**src/rtl/abc_seq_pkg.sv**
```systemverilog
// abc_seq_pkg: shared state encoding and phase one-hot codes for the a/b/c sequence controller
package abc_seq_pkg;
   typedef enum logic [2:0] {IDLE, PH_A, PH_B, WAIT_X, PH_C, DONE, ERR} state_e;
   // {c, b, a} phase strobe patterns
   localparam logic [2:0] PHASE_NONE = 3'b000;
   localparam logic [2:0] PHASE_A    = 3'b001;
   localparam logic [2:0] PHASE_B    = 3'b010;
   localparam logic [2:0] PHASE_C    = 3'b100;
endpackage

```
**src/rtl/rr_arb2.sv**
```systemverilog
// rr_arb2: combinational two-input round-robin arbiter
//   req_i        : request levels
//   last_owner_i : requester served last; the other one wins a tie
//   en_i         : arbitration enable, no grant when low
//   gnt_nxt_o    : one-hot grant candidate
//   owner_nxt_o  : index of the winning requester
module rr_arb2 (
   input  logic [1:0] req_i,
   input  logic       last_owner_i,
   input  logic       en_i,
   output logic [1:0] gnt_nxt_o,
   output logic       owner_nxt_o
);
   assign owner_nxt_o = (req_i == 2'b11) ? ~last_owner_i : req_i[1];
   assign gnt_nxt_o   = (en_i && |req_i) ? (owner_nxt_o ? 2'b10 : 2'b01) : 2'b00;
endmodule

```
**src/rtl/abc_seq_ctrl.sv**
```systemverilog
// abc_seq_ctrl: two-requester controller driving the a->b->c phase handshake
//   clk, rst_n : clock, asynchronous active-low reset
//   req_i      : request level per requester
//   rep_cnt_i  : iterations minus one, sampled at grant
//   x_i        : resource acknowledge, only looked at while waiting after b
//   gnt_o      : one-hot grant for the whole transaction
//   owner_o    : granted requester index, valid while busy
//   a_o/b_o/c_o: one-hot phase strobes
//   d_o        : timeout pulse, e_o: done pulse, y_o: busy
module abc_seq_ctrl
   import abc_seq_pkg::*;
#(
   parameter int MAX_WAIT = 8,
   parameter int REP_W    = 4
) (
   input  logic             clk,
   input  logic             rst_n,
   input  logic [1:0]       req_i,
   input  logic [REP_W-1:0] rep_cnt_i,
   input  logic             x_i,
   output logic [1:0]       gnt_o,
   output logic             owner_o,
   output logic             a_o,
   output logic             b_o,
   output logic             c_o,
   output logic             d_o,
   output logic             e_o,
   output logic             y_o
);
   localparam int WCW = $clog2(MAX_WAIT + 1);
   state_e           state_q, state_d;
   logic             owner_q, owner_d;
   logic             last_owner_q, last_owner_d;
   logic [WCW-1:0]   wcnt_q, wcnt_d;
   logic [REP_W-1:0] rem_q, rem_d;
   logic [1:0]       gnt_nxt;
   logic             owner_nxt;
   logic [2:0]       phase;
   rr_arb2 u_arb (
      .req_i        (req_i),
      .last_owner_i (last_owner_q),
      .en_i         (state_q == IDLE),
      .gnt_nxt_o    (gnt_nxt),
      .owner_nxt_o  (owner_nxt)
   );
   always_ff @(posedge clk or negedge rst_n) begin
      if (!rst_n) begin
         state_q      <= IDLE;
         owner_q      <= 1'b0;
         last_owner_q <= 1'b1;
         wcnt_q       <= '0;
         rem_q        <= '0;
      end else begin
         state_q      <= state_d;
         owner_q      <= owner_d;
         last_owner_q <= last_owner_d;
         wcnt_q       <= wcnt_d;
         rem_q        <= rem_d;
      end
   end
   always_comb begin
      state_d      = state_q;
      owner_d      = owner_q;
      last_owner_d = last_owner_q;
      wcnt_d       = wcnt_q;
      rem_d        = rem_q;
      case (state_q)
         IDLE: if (|gnt_nxt) begin
            state_d = PH_A;
            owner_d = owner_nxt;
            rem_d   = rep_cnt_i;
         end
         PH_A: state_d = PH_B;
         PH_B: begin
            state_d = WAIT_X;
            wcnt_d  = '0;
         end
         // acknowledge takes priority over a timeout in the same cycle
         WAIT_X: if (x_i) state_d = PH_C;
            else if (wcnt_q == WCW'(MAX_WAIT - 1)) state_d = ERR;
            else wcnt_d = wcnt_q + WCW'(1);
         PH_C: if (rem_q != '0) begin
            rem_d   = rem_q - REP_W'(1);
            state_d = PH_A;
         end else state_d = DONE;
         DONE, ERR: begin
            last_owner_d = owner_q;
            state_d      = IDLE;
         end
         default: state_d = IDLE;
      endcase
   end
   assign phase = (state_q == PH_A) ? PHASE_A :
                  (state_q == PH_B) ? PHASE_B :
                  (state_q == PH_C) ? PHASE_C : PHASE_NONE;
   assign {c_o, b_o, a_o} = phase;
   assign y_o     = (state_q != IDLE);
   assign d_o     = (state_q == ERR);
   assign e_o     = (state_q == DONE);
   assign owner_o = owner_q;
   assign gnt_o   = y_o ? (owner_q ? 2'b10 : 2'b01) : 2'b00;
endmodule

```
**config.mk**
```make
export PLATFORM = sky130hd
export DESIGN_NAME = abc_seq_ctrl
export DESIGN_NICKNAME = d
export VERILOG_FILES = /design/src/rtl/abc_seq_pkg.sv /design/src/rtl/rr_arb2.sv /design/src/rtl/abc_seq_ctrl.sv
export SDC_FILE = /design/constraint.sdc
export NUM_CORES = 1
export LEC_CHECK = 0
export CORE_MARGIN = 2
export CORE_UTILIZATION = 45
export CTS_CLUSTER_DIAMETER = 150
export CTS_CLUSTER_SIZE = 30
export DETAILED_ROUTE_END_ITERATION = 8
export PLACE_DENSITY = 0.73
export SLEW_MARGIN = 20
export SYNTH_ARGS = -nofsm -noshare
export SYNTH_HDL_FRONTEND = slang
export SYNTH_SLANG_ARGS = --single-unit
```
**constraint.sdc**
```tcl
create_clock -name clk -period 4.15 [get_ports clk]
set_input_delay 1.0375 -clock clk [delete_from_list [all_inputs] [get_ports clk]]
set_output_delay 1.0375 -clock clk [all_outputs]
set_load 0.02 [all_outputs]
```
# [Yosys cells after proc, flatten, opt, wreduce, memory -nomap -nowiden]
# Index checks and enable logic that the tools add are counted.
# Widths: inputs -> output; s select.
[totals] out_inout_bits=9 word_cells=53 register_bits=13 in_bits=9
[op_classes] n_bitwise=1 eq_ne=13 reduce_logical=13 add_sub_neg=2 n_mux=19
[ops] operator="$mux 3" n=7
[ops] operator="$mux 4" n=4
[ops] operator="$pmux 4 s2" n=2
[ops] operator="$pmux 3 s5" n=1
[ops] operator="$eq 3x3->1 const B" n=3
[ops] operator="$mux 2" n=4
[ops] operator="$ne 2x2->1 const B" n=4
[ops] operator="$eq 3x2->1 const B" n=2
[ops] operator="$reduce_and 3->1" n=2
[ops] operator="$reduce_or 2->1" n=3
[ops] operator="$add 4x1->4 const B" n=1
[ops] operator="$eq 4x3->1 const B" n=1
[ops] operator="$reduce_and 2->1" n=2
[ops] operator="$reduce_bool 2->1" n=2
[ops] operator="$reduce_bool 4->1" n=1
[ops] operator="$sub 4x1->4 const B" n=1
[ops] operator="$eq 3x1->1 const B" n=1
[ops] operator="$logic_not 3->1" n=1
[ops] operator="$ne 3x3->1 const B" n=1
[ops] operator="$reduce_bool 3->1" n=1
[ops] operator="$eq 2x2->1 const B" n=1
[ops] operator="$logic_and 1x1->1" n=1
[ops] operator="$mux 1" n=1
[ops] operator="$not 1->1" n=1

# [Longest topological paths before layout]
[logic_depth] depth_word=7 ltp_mapped=7 ltp_nobuf=6

# [Modules after synthesis]
# Synthesis repeated with hierarchy kept, for this count alone.
[unflattened] cells_unflattened=96 area_unflattened_um2=917.1
[by_module_without_submodules] mod="abc_seq_ctrl" seq_area_each_um2=326.6 cells_each=91 n_inst=1 area_each_um2=887.1
[by_module_without_submodules] mod="rr_arb2" seq_area_each_um2=0.0 cells_each=5 n_inst=1 area_each_um2=30.0

# [Worst setup path after synthesis]
# OpenSTA, ideal clock, no wires.
[synth_timing] kind="reg-to-output" from="register state_q[1]" to="output y_o" t_required_ns=3.113 stages_incl_launch_ff=5 n_path_buf=1 setup_slack_ns=1.911 t_arrival_ns=1.201 cell_sequence="dfrtp_1 buf_2 or2_2 nor2_1 inv_1"
[synth_via] elab_chain_len=1
[synth_rtl] element="start: declaration" line="abc_seq_ctrl.sv:31" source="state_e state_q, state_d;"
[synth_rtl] element="start signal: assignment" line="abc_seq_ctrl.sv:54" source="state_q <= state_d;"
[synth_rtl] element="$reduce_bool 3->1" line="abc_seq_ctrl.sv:97" source="assign y_o = (state_q != IDLE);"
[synth_rtl] element="end: declaration" line="abc_seq_ctrl.sv:28" source="output logic y_o"
# Every way passes these cells.

# [Final worst setup path]
[layout_timing] from="register state_q[0]" to="output c_o"
[layout_via] elab_chain_len=4 word_cells_on_any_way=6 classes_between="3 x eq/ne; 3 x mux"
[layout_rtl] element="$eq 3x3->1" line="abc_seq_ctrl.sv:95" source="(state_q == PH_C) ? PHASE_C : PHASE_NONE;"
[layout_rtl] element="$mux 3" line="abc_seq_ctrl.sv:95"
[layout_rtl] element="$mux 3" line="abc_seq_ctrl.sv:94" source="(state_q == PH_B) ? PHASE_B :"
[layout_rtl] element="$mux 3 (*)" line="abc_seq_ctrl.sv:93" source="assign phase = (state_q == PH_A) ? PHASE_A :"
[layout_rtl] element="end: declaration" line="abc_seq_ctrl.sv:25" source="output logic c_o,"
# Every way passes the cells marked *; elsewhere a longest branch is shown, timed or not.

==> results.cfg <==
[logic_synthesis]
netlist.area_leader.share_pct = 37.9
synth_top_cell_by_area = dfrtp_1
syn_area_per_cell_um2 = 9.10
syn_nets = 98
syn_inst = 87
synth-seq-cells = 13
yosys_warnings = 0
syn_area_um2 = 792
ys_seq_area_share_pct = 41.2
yosys.cell_types.count = 33
synth_area_leaders = dfrtp_1 38%, a21oi_1 4.4%, nor2_1 4.3%, mux2i_1 3.8%, a311oi_4 3.3%

[timing]
timing.final.crit_share_pct = 74.8
hold_viol_final = 0
worstMarginPinSlew_ns = 0.619
setup_tns_ns = 0
fin_crit_ns = 3.10
maxSlewHeadroom_pct = 58.6
grt_setup_unrepaired = no
fmax_mhz = 322
finalSetupViolCount = 0
drv_slew = 0
fin_worst_skew_ns = 0.000422

[pwr]
p_per_area_mw_per_mm2 = 702
cellLeakagePower_nw = 0.412
ir_drop_uv = 314

[route]
vias = 682
ant_nets = 0
routed_wl_um = 1550
routedWlPerCell_um = 12.8
first_pass_iters = 4
drt-initial-drc-count = 16
drc = 0
viasPerCell = 5.64

[setup_path]
end_kind = output port
critPathKind = flip-flop to output port
cp.required_ns = 3.11
start_kind = flip-flop
path_max_fanout = 13
crit_path_top_delay_cell = clkdlybuf4s50_1
critical_path.cell_chain = or3b_1 > inv_4 > clkdlybuf4s50_1
crit_buf_inv = 2
cp_top_family = buffers and inverters
critPathArrivalTime_ns = 2.07
slowest_delay_ns = 0.60

[clocking]
root_buffer = clkbuf_4
cts_max_path_buffers = 2
worstSkewPairLatency_ns = 0.27
htreeDepth = 1
cts_buffers = 3
clkTransAtPathRegs_ns = 0.08
cts_resized = 0
cts_setup_buffers = 0
clock-sinks = 13
ctsHoldBuffers = 0
cts_tree = yes

[grt]
grt_pass1_wl_um = 2610
grt_busiest_layer = met2
grt_pass1_vias = 605
gr-usage-met2_pct = 25.3
antenna_found_initial = 0
met1_usage_pct = 24.9
grt_use_met3_pct = 2.78
grt_max_degree = 14
grt-ovfl-total = 0
grt_util_all_layers_pct = 17.2

[layout]
antenna_cells = 0
register_area_um2 = 327
fillers = 149
areaGrowthSynthToFinish_pct = 23.4
design_area_um2 = 977
layout-drive-gt1-share_pct = 8.65
nets = 116
multi_input_area_um2 = 408

[placed_design]
post_dp_cell_area_um2 = 951
gp_congestion = 0.852
port_buffers = 17
dpl.hpwl_um = 1200

[floorplanning]
design.core.area_mm2 = 0.00169
die_x_um = 46.0
initial_core_util_pct = 46.9
dieHeight_um = 46.0
std_cell_rows = 15
ios = 18
die_area_mm2 = 0.00211

[flow_run]
cap_violations = 0

[status]
status = completed

[hold_path]
hold_class = flip-flop to flip-flop
-- final cells by class --
| class | count | area share [%] |
|---|---|---|
| multi-input combinational | 64 | 41.7 |
| sequential | 13 | 33.4 |
| timing repair buffer | 17 | 17.4 |
| clock buffer | 4 | 2.69 |
| inverter | 6 | 2.56 |
| tap | 17 | 2.18 |
-- cell families (layout without fill, tap and decap cells) --
group                      Yosys count  after routing  synth area share [%]
and+or+nand+nor                     38             38                  25.3
AOI/OAI and AO/OA                   20             20                  17.9
DFF                                 13             13                  41.2
buffers and inverters               10             27                  7.27
muxes                                4              4                  5.21
adders and majority gates            2              2                  3.16
-- cells in the mapped netlist --
cell type  number
or3b_1          1
buf_2           2
nor2b_1         3
and3b_1         1
dfrtp_1        12
a31o_1          1
ha_1            2
mux2i_1         3
nand2_1         6
nor4_1          2
or3_1           1
a32o_1          1
nand2b_1        1
inv_1           5
a311oi_4        1
a31oi_1         1
or2_2           2
nor3b_1         2
a21oi_1         7
inv_4           1
mux2_2          1
nor2_1          9
and3_1          2
o21a_1          2
dfstp_2         1
nor3_1          4
o21ai_1         1
o22ai_1         2
o21ai_0         3
o211ai_1        1
buf_6           2
nand3b_1        1
nand3_1         3
-- where the power goes --
group          internal [mW]  leakage (nW)  total [mW]  switching [mW]
Clock                 0.0372        0.0150      0.0798          0.0426
Combinational          0.171         0.237       0.360           0.189
Sequential             0.184         0.161       0.246          0.0627
-- metal layers --
metal | up-vias | share of wire [%]
li1 | 344 | -
met1 | 320 | 49
met2 | 16 | 46
met3 | 2 | 3.9
met4 | 0 | 1.1
met5 | - | 0
-- state kept, by name (all words and copies together), names as in the netlist --
signal,flops
last_owner_q,1
owner_o,1
state_q,3
rem_q,4
wcnt_q,4
-- metrics by stage --
step / power (mW) / hold WS, ns / utilization [%] / cells / setup slack [ns]
2_1_floorplan: 0.497 / 0.459 / - / 87 / 1.91
3_3_place_gp: 0.600 / 0.494 / 56.3 / 117 / 1.36
3_5_place_dp: 0.611 / 0.488 / 56.3 / 117 / 1.35
4_1_cts: 0.690 / 0.504 / 57.9 / 121 / 1.05
5_1_grt: 0.744 / 0.538 / 57.9 / 121 / 0.949
6_report: 0.686 / 0.516 / 57.9 / 121 / 1.05
-- cell usage in the layout (no fill, tap or decap), drive strengths merged, types with 2 or more instances in the layout --
cell / synthesis / layout
nand3: 3 / 3
clkbuf: 0 / 4
nand2: 6 / 6
nor3: 4 / 4
o21ai: 4 / 4
o21a: 2 / 2
mux2i: 3 / 3
o22ai: 2 / 2
nor4: 2 / 2
clkdlybuf4s50: 0 / 17
nor3b: 2 / 2
nor2: 9 / 9
ha: 2 / 2
a21oi: 7 / 7
dfrtp: 12 / 12
inv: 6 / 6
or2: 2 / 2
and3: 2 / 2
nor2b: 3 / 3
-- worst reg2reg max path, cell delays in order (launching register included) --
cell and delay, ns:
dfrtp_1 0.54, or3b_1 0.35, inv_4 0.09, a311oi_4 0.36, mux2i_1 0.13, a31o_1 0.20
-- worst paths after layout --
check / startpoint / endpoint / slack [ns] / depth (start not counted)
max reg2reg: state_q[0]$_DFFE_PN0P_ / rem_q[0]$_DFFE_PN0P_ / 2.37 / 5
max in group asynchronous: rst_n / owner_o$_DFFE_PN0P_ / 2.61 / 1
min in group asynchronous: rst_n / wcnt_q[1]$_DFFE_PN0P_ / 1.15 / 1
min reg2reg: wcnt_q[3]$_DFFE_PN0P_ / wcnt_q[3]$_DFFE_PN0P_ / 0.52 / 1
max: state_q[0]$_DFFE_PN0P_ / c_o / 1.05 / 3
min: wcnt_q[3]$_DFFE_PN0P_ / wcnt_q[3]$_DFFE_PN0P_ / 0.52 / 1
(Power assumes the default switching activity.)
